`src/rtl/serial_sub_pkg.sv`:
```
// Shared types and sizing helpers for the bit-serial subtractor.
package serial_sub_pkg;

  typedef enum logic [1:0] {
    IDLE,
    BUSY,
    DONE
  } state_e;

  function automatic int num_digits(input int width, input int digit_bits);
    return width / digit_bits;
  endfunction

  // One spare bit so the counter can hold N itself without wrapping.
  function automatic int cnt_width(input int width, input int digit_bits);
    return $clog2(num_digits(width, digit_bits)) + 1;
  endfunction

endpackage

```
`src/rtl/half_subtractor.sv`:
```
// One-bit half subtractor: d = x - y, bout set when x < y.
module half_subtractor (
  input  logic x,
  input  logic y,
  output logic d,
  output logic bout
);

  assign d    = x ^ y;
  assign bout = ~x & y;

endmodule

```
`src/rtl/serial_subtractor.sv`:
```
// Bit-serial unsigned subtractor with valid/ready handshakes on both sides.
// Define SERIAL_SUBTRACTOR_OVF_EN to add the signed-overflow output.
module serial_subtractor
  import serial_sub_pkg::*;
#(
  parameter int WIDTH      = 32,
  parameter int DIGIT_BITS = 1
) (
  input  logic             clk,
  input  logic             rst_n,
  input  logic             in_valid,
  output logic             in_ready,
  input  logic [WIDTH-1:0] a,
  input  logic [WIDTH-1:0] b,
  output logic             out_valid,
  input  logic             out_ready,
  output logic [WIDTH-1:0] diff,
  output logic             borrow,
  output logic             zero
`ifdef SERIAL_SUBTRACTOR_OVF_EN
  ,
  output logic             overflow
`endif
);

  localparam int N     = num_digits(WIDTH, DIGIT_BITS);
  localparam int CNT_W = cnt_width(WIDTH, DIGIT_BITS);

  if (DIGIT_BITS < 1 || (WIDTH % DIGIT_BITS) != 0) begin : g_bad_cfg
    $error("serial_subtractor: DIGIT_BITS must divide WIDTH");
  end

  state_e                state, next_state;
  logic [CNT_W-1:0]      cnt;
  logic [WIDTH-1:0]      a_sh, b_sh, diff_next;
  logic                  bflop;
  logic [DIGIT_BITS-1:0] dig;
  logic [DIGIT_BITS:0]   chain;
  logic                  last;

  // Ripple borrow through the current digit: two half subtractors per bit.
  assign chain[0] = bflop;
  for (genvar i = 0; i < DIGIT_BITS; i++) begin : g_bit
    logic d1, b1, b2;
    half_subtractor u_hs_ab (.x(a_sh[i]), .y(b_sh[i]),   .d(d1),     .bout(b1));
    half_subtractor u_hs_bi (.x(d1),      .y(chain[i]), .d(dig[i]), .bout(b2));
    assign chain[i+1] = b1 | b2;
  end

  if (DIGIT_BITS == WIDTH) begin : g_single
    assign diff_next = dig;
  end else begin : g_multi
    assign diff_next = {dig, diff[WIDTH-1:DIGIT_BITS]};
  end

  assign last = (cnt == CNT_W'(N - 1));

  always_ff @(posedge clk or negedge rst_n) begin
    if (!rst_n) state <= IDLE;
    else        state <= next_state;
  end

  always_comb begin
    next_state = state;
    in_ready   = 1'b0;
    out_valid  = 1'b0;
    unique case (state)
      IDLE: begin
        in_ready = 1'b1;
        if (in_valid) next_state = BUSY;
      end
      BUSY: if (last) next_state = DONE;
      DONE: begin
        out_valid = 1'b1;
        if (out_ready) next_state = IDLE;
      end
      default: next_state = IDLE;
    endcase
  end

`ifdef SERIAL_SUBTRACTOR_OVF_EN
  logic a_msb, b_msb;
`endif

  // Results only change in BUSY, so they hold through DONE and the following IDLE.
  always_ff @(posedge clk or negedge rst_n) begin
    if (!rst_n) begin
      a_sh     <= '0;
      b_sh     <= '0;
      bflop    <= 1'b0;
      cnt      <= '0;
      diff     <= '0;
      borrow   <= 1'b0;
      zero     <= 1'b0;
`ifdef SERIAL_SUBTRACTOR_OVF_EN
      a_msb    <= 1'b0;
      b_msb    <= 1'b0;
      overflow <= 1'b0;
`endif
    end else begin
      case (state)
        IDLE: if (in_valid) begin
          a_sh  <= a;
          b_sh  <= b;
          bflop <= 1'b0;
          cnt   <= '0;
`ifdef SERIAL_SUBTRACTOR_OVF_EN
          a_msb <= a[WIDTH-1];
          b_msb <= b[WIDTH-1];
`endif
        end
        BUSY: begin
          a_sh  <= a_sh >> DIGIT_BITS;
          b_sh  <= b_sh >> DIGIT_BITS;
          diff  <= diff_next;
          bflop <= chain[DIGIT_BITS];
          cnt   <= cnt + 1'b1;
          if (last) begin
            borrow   <= chain[DIGIT_BITS];
            zero     <= (diff_next == '0);
`ifdef SERIAL_SUBTRACTOR_OVF_EN
            overflow <= (a_msb != b_msb) && (diff_next[WIDTH-1] != a_msb);
`endif
          end
        end
        default: ;
      endcase
    end
  end

endmodule

```
`config.mk`:
```
export PLATFORM = sky130hd
export DESIGN_NAME = serial_subtractor
export DESIGN_NICKNAME = d
export VERILOG_FILES = /design/src/rtl/serial_sub_pkg.sv /design/src/rtl/half_subtractor.sv /design/src/rtl/serial_subtractor.sv
export SDC_FILE = /design/constraint.sdc
export NUM_CORES = 1
export LEC_CHECK = 0
export ABC_AREA = 1
export BUFFER_PORTS_ARGS = -buffer_cell sky130_fd_sc_hd__buf_2
export CELL_PAD_IN_SITES_DETAIL_PLACEMENT = 0
export CELL_PAD_IN_SITES_GLOBAL_PLACEMENT = 1
export CORE_ASPECT_RATIO = 0.5
export CORE_MARGIN = 3
export CORE_UTILIZATION = 43
export CTS_BUF_LIST = sky130_fd_sc_hd__clkbuf_8 sky130_fd_sc_hd__clkbuf_16
export DETAILED_ROUTE_END_ITERATION = 7
export GPL_TIMING_DRIVEN = 0
export PLACE_DENSITY_LB_ADDON = 0.1
export SYNTH_ARGS = -nofsm -noshare
export SYNTH_HDL_FRONTEND = slang
export SYNTH_SLANG_ARGS = --single-unit
```
`constraint.sdc`:
```
create_clock -name clk -period 3.5 [get_ports clk]
set_clock_uncertainty 0.05 [all_clocks]
set_input_delay 0.35 -clock clk [delete_from_list [all_inputs] [get_ports clk]]
set_output_delay 0.35 -clock clk [all_outputs]
set_load 0.05 [all_outputs]
```
# After elaboration in Yosys (flattened, before gate mapping)
# Cells that the tools add are included.
# totals
register_bits	107
input_bits	68
wordCells	42
# classes
addsub	1
eq_ne	6
muxes	14
bitwise	7
reduce_logical	6
# ops
operator	count
$pmux W32 S2	2
$mux W32	2
$logic_not A32 Y1	1
$pmux W6 S2	1
$add A6 B1 Y6 const B	1
$eq A6 B5 Y1 const B	1
$mux W2	3
$mux W6	1
$ne A2 B2 Y1 const B	3
$pmux W2 S3	1
$reduce_and A2 Y1	2
$mux W1	3
$reduce_and A3 Y1	1
$and A1 B1 Y1	2
$eq A2 B1 Y1 const B	1
$eq A2 B2 Y1 const B	1
$logic_not A2 Y1	1
$not A1 Y1	2
$pmux W1 S2	1
$reduce_bool A2 Y1	1
$xor A1 B1 Y1	2
$or A1 B1 Y1	1

# Depth between registers and ports, before layout
# Gate-level depths: netlist of run 1.
# logic_depth
depth_word	5
ltp_mapped	9
mapped_depth_nobuf	9

# Hierarchy
# A second synthesis of run 1 with hierarchy kept.
# unflattened
hier_cells	546
hier_area_um2	4618.2
# by_module_without_submodules
mod	n_inst	cells_each	area_each_um2
serial_subtractor	1	540	4578.1
half_subtractor	2	3	20.0

# Least setup slack after synthesis of run 1
# Ideal clock, no wire load.
# synth_path
kind	flip-flop to output port
start	register state[1]
end	output port out_valid
t_arrival_ns	1.097
t_required_ns	3.100
path_slack_ns	2.003
stages_incl_launch_ff	3
n_path_buf	0
cell_sequence	dfrtp_1 inv_2 nor2_1
# synth_between
elab_chain_len	2
# synth_rtl
element	line	text
start, declared	serial_subtractor.sv:33	state_e state, next_state;
start signal, assigned	serial_subtractor.sv:60	else state <= next_state;
$eq A2 B2 Y1	serial_subtractor.sv:67	unique case (state)
$mux W1	serial_subtractor.sv:67	
end, declared	serial_subtractor.sv:15	output logic out_valid,
# No other way between the ends.

# Worst setup path in the final report of run 1
# layout_path
start	register a_sh[0]
end	register zero
# layout_between
elab_chain_len	3
# layout_rtl
element	line	text
start, declared	serial_subtractor.sv:35	logic [WIDTH-1:0] a_sh, b_sh, diff_next;
start signal, assigned	serial_subtractor.sv:113	a_sh <= a_sh >> DIGIT_BITS;
$xor A1 B1 Y1 (2 in series)	half_subtractor.sv:9	assign d = x ^ y;
net dig	serial_subtractor.sv:37	logic [DIGIT_BITS-1:0] dig;
$logic_not A32 Y1	serial_subtractor.sv:120	zero <= (diff_next == '0);
end signal, assigned	serial_subtractor.sv:120	
end, declared	serial_subtractor.sv:19	output logic zero
# The timed path passes the listed nets, and every way through them passes these cells.
# A chain may end at the register's enable or synchronous reset.

==> metrics.txt, run 1 <==
critical path capture point type flip-flop; chip width 152 µm; number of global-route vias before repair between 3k and 4k; htree depth 3; die area about 12,000 µm²; global-route wire length before repair 18.2 mm; Post-Place Cell Area 5290 µm²; CTS root buf clkbuf_16; Syn Inst Count a little under 500; number of fill cells in the layout about 950; Die H roughly 80 µm; max_cap viols 0; Final Max Tran Viols 0; Worst-path clk slew roughly 0.07 ns; post-route ant nets 0; # DRC 0; P&R area growth vs syn 21.9%; final setup margin roughly 1.9 ns; CTS tree built; met1 usage 27.3%; worst vdd ir around 0.00032 V; highest clock rate around 630 MHz; Seq/Total Area, Yosys between 50 and 60%; status finished, final reports clean; Setup crit end zero; Worst R2R Start a_sh[0]; startpoint types flip-flop; crit path from a_sh[0]; Post-Route WL roughly 11 mm; vias approximately 3.7k; Tmin final 1.59 ns; maximum buffer depth of the clock tree 2; fin area roughly 5600 µm²; CP Class flip-flop to flip-flop; initial antenna violation count 0; initial drt markers 184; total track usage between 10% and 20%; antenna cells 0; top cell type by total area after synthesis dfrtp_1; Unique masters post-synth 25; routability-driven placement congestion ratio 0.811; RSZ-0062 raised after global routing no; Worst EP required roughly 3.7 ns; PD cells 949 nW/µm²; GR Layer Usage met2 28.6%; Core Area between 9000 and 10,000 µm²; Placed Instances approximately 730; dpl hpwl approximately 7.7 mm; Worst Tran Pin Value 0.571 ns; NumNets Final slightly below 700; Max-slew headroom 61.9%; R2R Setup Slk approximately 1.9 ns; Warnings, synthesis 0; Resized Gates After CTS 0; Post-Syn Nets approximately 570; Worst-Skew Late Latency about 0.34 ns; Worst Path Max Fanout 2; worst hold-check path type input pin to flip-flop; Yosys reg bits 107; WP data arrival ~1.8 ns; Synth Cell Area about 4600 µm²; largest net degree at the start of global routing 70; reg2reg end zero; Mapped Avg Cell Area ~9 µm²; Port Buffers around 100; first-pass iteration count of the detailed router 4; period utilisation layout around 46%; Final TNS setup 0 ns; post-synth top area share 58.5%; Reg2Reg Depth 8; GRT overflow 0; # setup viols final 0; Non-Filler Instances 751; LEAKAGE 0.00277 µW; grt met3 use under 10%; routed vias/inst about 5; IO Count between 100 and 150; CTS sink cnt about 110; total CTS buffers 9; row count 25; share of layout cells above drive strength 1 about a quarter; ranking of synthesized cells by area dfrtp_1 (58%), nand2_1 (11%), o221ai_1 (8.8%); grt peak-use layer met2; pre-CTS setup slack between 1.5 and 2 ns; Final Hold Vio Count 0; Initial Utilization 46.3%; routed wire length per instance 14.6 µm
## cells in the mapped netlist
library cell    n
nand2_1       137
dfrtp_1       107
inv_1          76
o221ai_1       46
o21ai_0        31
nor2_1         28
buf_2          15
o211ai_1       15
clkbuf_1        8
o21ai_1         6
inv_2           4
nand3_1         4
buf_4           3
a21oi_1         2
buf_6           2
o22ai_1         2
a22o_1          1
a22oi_1         1
fa_1            1
ha_1            1
inv_4           1
nand2_2         1
nor2_4          1
o31ai_1         1
xor2_1          1
## registers in the layout, indices dropped and copies added, names as in the netlist
signal,flops
a_sh,32
b_sh,32
bflop,1
borrow,1
cnt,6
diff,32
state,2
zero,1
## power by group
part / switching [µW] / total [µW] / internal [µW]
clock: 457 / 959 / 503
combinational: 1620 / 2330 / 715
sequential: 262 / 2010 / 1740
## metrics by stage
stage	power (µW)	hold slack (ns)	util, %
4_1_cts	5360	0.110	56.5
3_3_place_gp	4330	0.407	53.3
6_report	5300	0.124	56.5
5_1_grt	5700	0.124	56.5
2_1_floorplan	3720	0.00441	-
3_5_place_dp	4380	0.311	53.6
## routing by layer
metal | vias to the layer above | wire [µm]
met5 | - | 0
met4 | 0 | 51
met3 | 4 | 594
met2 | 107 | 4790
met1 | 1784 | 5490
li1 | 1849 | -
## worst min path at each step
stage                    from  endpoint  slack [ns]  cells past startpoint
floorplan               rst_n   a_sh[0]       0.004                      0
global placement     a_sh[31]  a_sh[31]        0.41                      2
detailed placement      rst_n   diff[9]        0.31                      1
CTS                 out_ready  state[1]        0.11                      2
global route        out_ready  state[1]        0.12                      2
finish              out_ready  state[1]        0.12                      2
## what timing repair did
| action | in CTS | in global routing |
|---|---|---|
| hold buffers | 1 | 0 |
| endpoints found under the hold margin | 38 | 0 |
| setup buffers | 0 | 0 |
## area by class of cell
type                            count  area, µm²  area share, %
Buffer                             28        150           2.69
Clock buffer                       10        239           4.28
Tap cell                          135        169           3.03
Timing Repair Buffer              105        556           9.95
Inverter                           81        307           5.49
Multi-Input combinational cell    279       1450           25.9
Clock inverter                      6       40.0          0.717
Sequential cell                   107       2680           48.0
## critical path, stage by stage, from the launching register on
cell and delay, ns:
dfrtp_1 0.42, fa_1 0.51, nor2_1 0.14, nand2_1 0.06, nor2_1 0.10, nand2_1 0.06
nor2_1 0.10, nand2_1 0.05, nand2_1 0.05
## kinds of logic (layout without fill, tap and decap cells)
group                    count (synthesis)  in the layout  share of synthesized area (%)
adder cells (fa/ha/maj)                  2              2                          0.710
AND/OR/NAND/NOR                        171            171                           14.3
buffers and inverters                  109            230                           9.97
XOR/XNOR                                 1              1                          0.191
flip-flops                             107            107                           58.5
AO/OA/AOI/OAI                          105            105                           16.3
## layout by cell type (no fill, tap or decap), drive strengths merged
| cell type | instances |
|---|---|
| nand2 | 138 |
| clkinv | 4 |
| clkinvlp | 1 |
| a22o | 1 |
| inv | 82 |
| o21ai | 37 |
| dfrtp | 107 |
| fa | 1 |
| a21oi | 2 |
| o31ai | 1 |
| o221ai | 46 |
| xor2 | 1 |
| nand3 | 4 |
| o211ai | 15 |
| a22oi | 1 |
| ha | 1 |
| dlygate4sd3 | 1 |
| clkbuf | 18 |
| buf | 124 |
| o22ai | 2 |
| nor2 | 29 |
Note: power is estimated with default switching activity, not from simulation.
==> inputs of run 2 (changes only) <==
Settings changed: CORE_UTILIZATION 43 to 36.
Clock period 3.5 ns to 1.4 ns, I/O delays scaled along.
==> metrics.txt, run 2 (synthesis gave the netlist of run 1 again) <==
met2 WL 5.70 mm (was 4.79 mm); Power Internal 8560 µW (was 2960 µW); dpl hpwl 8.19 mm (was 7.69 mm); Final Hold Vio Count 0 (unchanged); initial drt markers 246 (was 184); initial antenna violation count 0 (unchanged); Worst EP required 1.56 ns (was 3.73 ns); period utilisation layout 110% (was 45.5%); # setup viols final 64 (was 0); CTS sink cnt 107 (unchanged); chip width 166 µm (was 152 µm); htree depth 3 (unchanged); highest metal layer with signal wires met4 (unchanged); switch share 42.7% (was 44.1%); row count 28 (was 25); CTS tree built (unchanged); total CTS buffers 9 (unchanged); vias 4,031 (was 3,744); switching power 6370 µW (was 2340 µW); routed vias/inst 4.71 (was 4.99); Worst-Skew Late Latency 0.34 ns (about the same); WP data arrival 1.70 ns (was 1.82 ns); clock share of power 17.7% (was 18.1%); Worst-path clk slew 0.07 ns (about the same); most frequent cells in the layout nand2_1 (119), dfrtp_1 (107), buf_2 (105) (was nand2_1 (137), buf_2 (117), dfrtp_1 (107)); status finished, violations left (was finished, final reports clean); worst vdd ir 0.00141 V (was 0.000325 V); Non-Filler Instances 856 (was 751); highest clock rate 651 MHz (was 628 MHz); DR WL met3 501 µm (was 594 µm); largest net degree at the start of global routing 70 (unchanged); Final TNS setup -5.09 ns (was 0 ns); Final Max Tran Viols 0 (unchanged); maximum buffer depth of the clock tree 2 (unchanged); CP Class flip-flop to flip-flop (unchanged); final setup margin -0.135 ns (was 1.91 ns); share of layout cells above drive strength 1 30.2% (was 23.9%); Post-Route WL 12.8 mm (was 10.9 mm); combinational power share 48.6% (was 44.1%); antenna cells 0 (unchanged); IO Count 104 (unchanged); Core Area 12,100 µm² (was 9880 µm²); Max-slew headroom 64.5% (was 61.9%); worst hold-check path type input pin to flip-flop (unchanged); pre-CTS setup slack -0.184 ns (was 1.92 ns); P&R area growth vs syn 50.8% (was 21.9%); Die H 85.8 µm (was 79.0 µm); GRT overflow 0 (unchanged); Placed Instances 764 (was 734); LEAKAGE 0.00334 µW (was 0.00277 µW); Port Buffers 103 (unchanged); first-pass iteration count of the detailed router 4 (unchanged); critical path capture point type flip-flop (unchanged); global-route wire length before repair 20.0 mm (was 18.2 mm); DRT met1 WL 6.57 mm (was 5.49 mm); Initial Utilization 37.8% (was 46.3%); sequential share of power 33.8% (was 37.8%); # DRC 0 (unchanged); PD cells 2160 nW/µm² (was 949 nW/µm²); post-route ant nets 0 (unchanged); Largest regs a_sh x32, b_sh x32, diff x32 (unchanged); CTS root buf clkbuf_16 (unchanged); Worst Tran Pin Value 0.533 ns (was 0.571 ns); total track usage 18.1% (was 18.9%); failing checks negative setup slack; routed wire length per instance 15.0 µm (was 14.6 µm); startpoint types flip-flop (unchanged); die area 14,200 µm² (was 12,000 µm²); Worst Path Max Fanout 5 (was 2); RSZ-0062 raised after global routing yes (was no); number of global-route vias before repair 3,931 (was 3,684); NumNets Final 756 (was 681); routability-driven placement congestion ratio 0.761 (was 0.811); Tmin final 1.54 ns (was 1.59 ns); commonest non-fill, non-tap cell in the layout nand2_1 (unchanged); max_cap viols 0 (unchanged)
==> run 2: cell count changes in the layout (fill, tap and decap cells not counted), sizes merged <==
cell | before | now
dlygate4sd3 | 1 | 61
clkinv | 4 | 2
bufinv | 0 | 1
clkbuf | 18 | 26
buf | 124 | 132
==> run 2: final timing paths <==
kind                          start  endpoint  slack (ns)  depth (start not counted)
max in group asynchronous     rst_n   b_sh[4]        0.30                          3
hold / removal                 a[9]   a_sh[9]       0.008                          3
min in group asynchronous     rst_n   diff[9]        0.27                          2
hold reg to reg                zero      zero        0.43                          2
setup reg to reg           state[1]  a_sh[13]       -0.14                          8
setup / recovery           state[1]  a_sh[13]       -0.14                          8
==> run 2: what timing repair did <==
| item | 4_1_cts | 5_1_grt |
|---|---|---|
| resized for setup | 33 | 86 |
| hold buffers | 61 | 0 |
| endpoints found under the setup margin | 88 | 87 |
| endpoints found under the hold margin | 98 | 0 |
| setup buffers | 2 | 6 |
| gates cloned | 1 | 6 |
| pin swaps | 6 | 6 |
==> run 2: metal layers <==
metal  global-route usage, %  up-vias
li1                        -     2010
met1                    26.9     1928
met2                    27.6       89
met3                    4.10        4
met4                    3.17        0
met5                       0        -
==> run 2: critical path, cell delays in order (launching register included) <==
cell and delay, ns:
dfrtp_1 0.45, nor2_4 0.15, buf_6 0.12, nor2_4 0.03, buf_12 0.13, clkbuf_16 0.16
clkbuf_16 0.15, nand2_1 0.06, o221ai_1 0.10
==> run 2: metrics by stage <==
step / hold slack (ns) / power (µW) / util, % / cell area, µm²
2_1_floorplan: -0.206 / 9300 / - / 4580
3_3_place_gp: 0.267 / 10900 / 43.7 / 5300
3_5_place_dp: 0.115 / 11000 / 44.0 / 5330
4_1_cts: 0.000266 / 14100 / 52.5 / 6370
5_1_grt: 0.00721 / 16000 / 57.0 / 6910
6_report: 0.00829 / 14900 / 57.0 / 6910
==> run 2: power by group through the flow <==
stage                     Sequential [µW]  Combinational (µW)  Clock [µW]
after floorplan                      6320                2980           0
after global placement               5070                5870           0
after detailed placement             5090                5950           0
after CTS                            5030                6340        2690
after global routing                 5180                7970        2820
final                                5050                7250        2640
==> run 2: cell type report <==
| cell class | count | area [µm²] |
|---|---|---|
| Clock buffer | 11 | 253 |
| Fill cell | 1093 | 5220 |
| Clock inverter | 5 | 60.1 |
| Tap cell | 165 | 206 |
| Buffer | 28 | 284 |
| Sequential cell | 107 | 2680 |
| Inverter | 81 | 312 |
| Multi-Input combinational cell | 279 | 1680 |
| Timing Repair Buffer | 180 | 1430 |
==> inputs of run 3 (changes only) <==
Settings changed: CORE_UTILIZATION 36 to 25, CTS_BUF_LIST sky130_fd_sc_hd__clkbuf_8 sky130_fd_sc_hd__clkbuf_16 to default.
==> metrics.txt, run 3 (synthesis gave the netlist of run 1 again) <==
PD cells 2170 nW/µm² (was 2160 nW/µm²); Placed Instances 833 (was 764); CTS sink cnt 107 (unchanged); Final Max Tran Viols 0 (unchanged); Worst Path Max Fanout 4 (was 5); startpoint types flip-flop (unchanged); period utilisation layout 111% (was 110%); GRT overflow 0 (unchanged); WP data arrival 1.75 ns (was 1.70 ns); initial drt markers 123 (was 246); Non-Filler Instances 942 (was 856); highest clock rate 645 MHz (was 651 MHz); Core Area 17,700 µm² (was 12,100 µm²); largest net degree at the start of global routing 56 (was 70); die area 20,100 µm² (was 14,200 µm²); Initial Utilization 25.9% (was 37.8%); total track usage 15.3% (was 18.1%); Final Hold Vio Count 0 (unchanged); routed vias/inst 4.43 (was 4.71); Max-slew headroom 64.1% (was 64.5%); global-route wire length before repair 23.4 mm (was 20.0 mm); share of layout cells above drive strength 1 40.5% (was 30.2%); htree depth 3 (unchanged); final setup margin -0.150 ns (was -0.135 ns); CTS root buf clkbuf_16 (unchanged); P&R area growth vs syn 69.4% (was 50.8%); routability-driven placement congestion ratio 0.720 (was 0.761); pre-CTS setup slack -0.260 ns (was -0.184 ns); routed wire length per instance 16.0 µm (was 15.0 µm); row count 34 (was 28); vias 4,171 (was 4,031); IO Count 104 (unchanged); CTS tree built (unchanged); Die H 102 µm (was 85.8 µm); CP Class flip-flop to flip-flop (unchanged); status finished, violations left (unchanged); NumNets Final 773 (was 756); worst vdd ir 0.000729 V (was 0.00141 V); most frequent cells in the layout dfrtp_1 (107), buf_2 (103), nand2_1 (80) (was nand2_1 (119), dfrtp_1 (107), buf_2 (105)); post-route ant nets 0 (unchanged); initial antenna violation count 0 (unchanged); number of global-route vias before repair 4,308 (was 3,931); Port Buffers 103 (unchanged); Largest regs a_sh x32, b_sh x32, diff x32 (unchanged); critical path capture point type flip-flop (unchanged); dpl hpwl 9.45 mm (was 8.19 mm); antenna cells 0 (unchanged); # setup viols final 83 (was 64); chip width 197 µm (was 166 µm); Worst-Skew Late Latency 0.35 ns (was 0.34 ns); Worst-path clk slew 0.07 ns (about the same); Tmin final 1.55 ns (was 1.54 ns); # DRC 0 (unchanged); max_cap viols 0 (unchanged); Post-Route WL 15.1 mm (was 12.8 mm); commonest non-fill, non-tap cell in the layout dfrtp_1 (was nand2_1); RSZ-0062 raised after global routing yes (unchanged); LEAKAGE 0.00368 µW (was 0.00334 µW); failing checks negative setup slack (unchanged); Worst Tran Pin Value 0.539 ns (was 0.533 ns); worst hold-check path type input pin to async pin (was input pin to flip-flop); maximum buffer depth of the clock tree 2 (unchanged); Worst EP required 1.60 ns (was 1.56 ns); first-pass iteration count of the detailed router 4 (unchanged); total CTS buffers 9 (unchanged)
[run 3: cell types whose count changed in the layout (fill, tap and decap cells not counted), sizes merged]
cell,delta
buf,+23
clkbuf,-9
dlygate4sd3,+5
clkinv,-2
bufinv,+1
clkinvlp,-1
[run 3: layout make-up]
| type | count | area, µm² |
|---|---|---|
| inverters | 81 | 333 |
| plain buffers | 28 | 424 |
| clock inverters | 3 | 68.8 |
| flip-flops and latches | 107 | 2680 |
| repair buffers | 197 | 1690 |
| well taps | 234 | 293 |
| multi-input cells | 279 | 2010 |
| clock buffers | 13 | 260 |
| fillers | 1718 | 9900 |
[run 3: repair_timing]
item / 4_1_cts / 5_1_grt
resized for setup: 133 / 135
pin swaps: 8 / 16
buffers inserted: 10 / 12
setup endpoints to repair: 105 / 103
hold buffers: 66 / 0
endpoints found under the hold margin: 117 / 0
gates cloned: 7 / 4
[run 3: worst max-delay path, cell delays in order, from the launching register on]
cell     delay, ns
dfrtp_1       0.47
nor2_4        0.08
buf_6         0.13
nor2_4        0.18
buf_12        0.16
buf_16        0.13
inv_6         0.04
nand2_2       0.04
nand2_1       0.04
o21ai_1       0.07
inv_1         0.05
[run 3: stage by stage]
step / hold WS (ns) / setup TNS (ns) / instance area, µm² / power, µW / utilization (%)
2_1_floorplan: -0.206 / 0 / 4580 / 9300 / -
3_3_place_gp: 0.272 / -155.29 / 5390 / 11100 / 30.5
3_5_place_dp: 0.0938 / -13.66 / 5420 / 11200 / 30.7
4_1_cts: 0.249 / -4.15 / 7230 / 15900 / 40.9
5_1_grt: 0.291 / -11.36 / 7760 / 18000 / 43.9
6_report: 0.258 / -6.36 / 7760 / 16800 / 43.9
[run 3: per-layer routing]
| metal | part of all wire, % | routed length (µm) | vias up | track usage (%) |
|---|---|---|---|---|
| li1 | - | - | 2045 | - |
| met1 | 49 | 7460 | 2048 | 20.8 |
| met2 | 46 | 7020 | 69 | 25.2 |
| met3 | 3.4 | 521 | 9 | 3.79 |
| met4 | 0.70 | 106 | 0 | 2.52 |
| met5 | 0 | 0 | - | 0 |
[run 3: power by group]
group	total [µW]	switching [µW]	internal [µW]
sequential	5040	683	4360
combinational	8940	5250	3690
clock	2860	1190	1680
total	16800	7120	9720
[run 3: final timing paths]
path                            slack, ns  endpoint     start  cells past startpoint
worst max-delay path                -0.15    cnt[5]  state[1]                     10
worst min-delay path                 0.26  diff[19]     rst_n                      2
worst max register to register      -0.15    cnt[5]  state[1]                     10
worst min register to register       0.44      zero      zero                      2
max in group asynchronous            0.38  b_sh[25]     rst_n                      3
min in group clk                     0.38  a_sh[31]  in_valid                      7
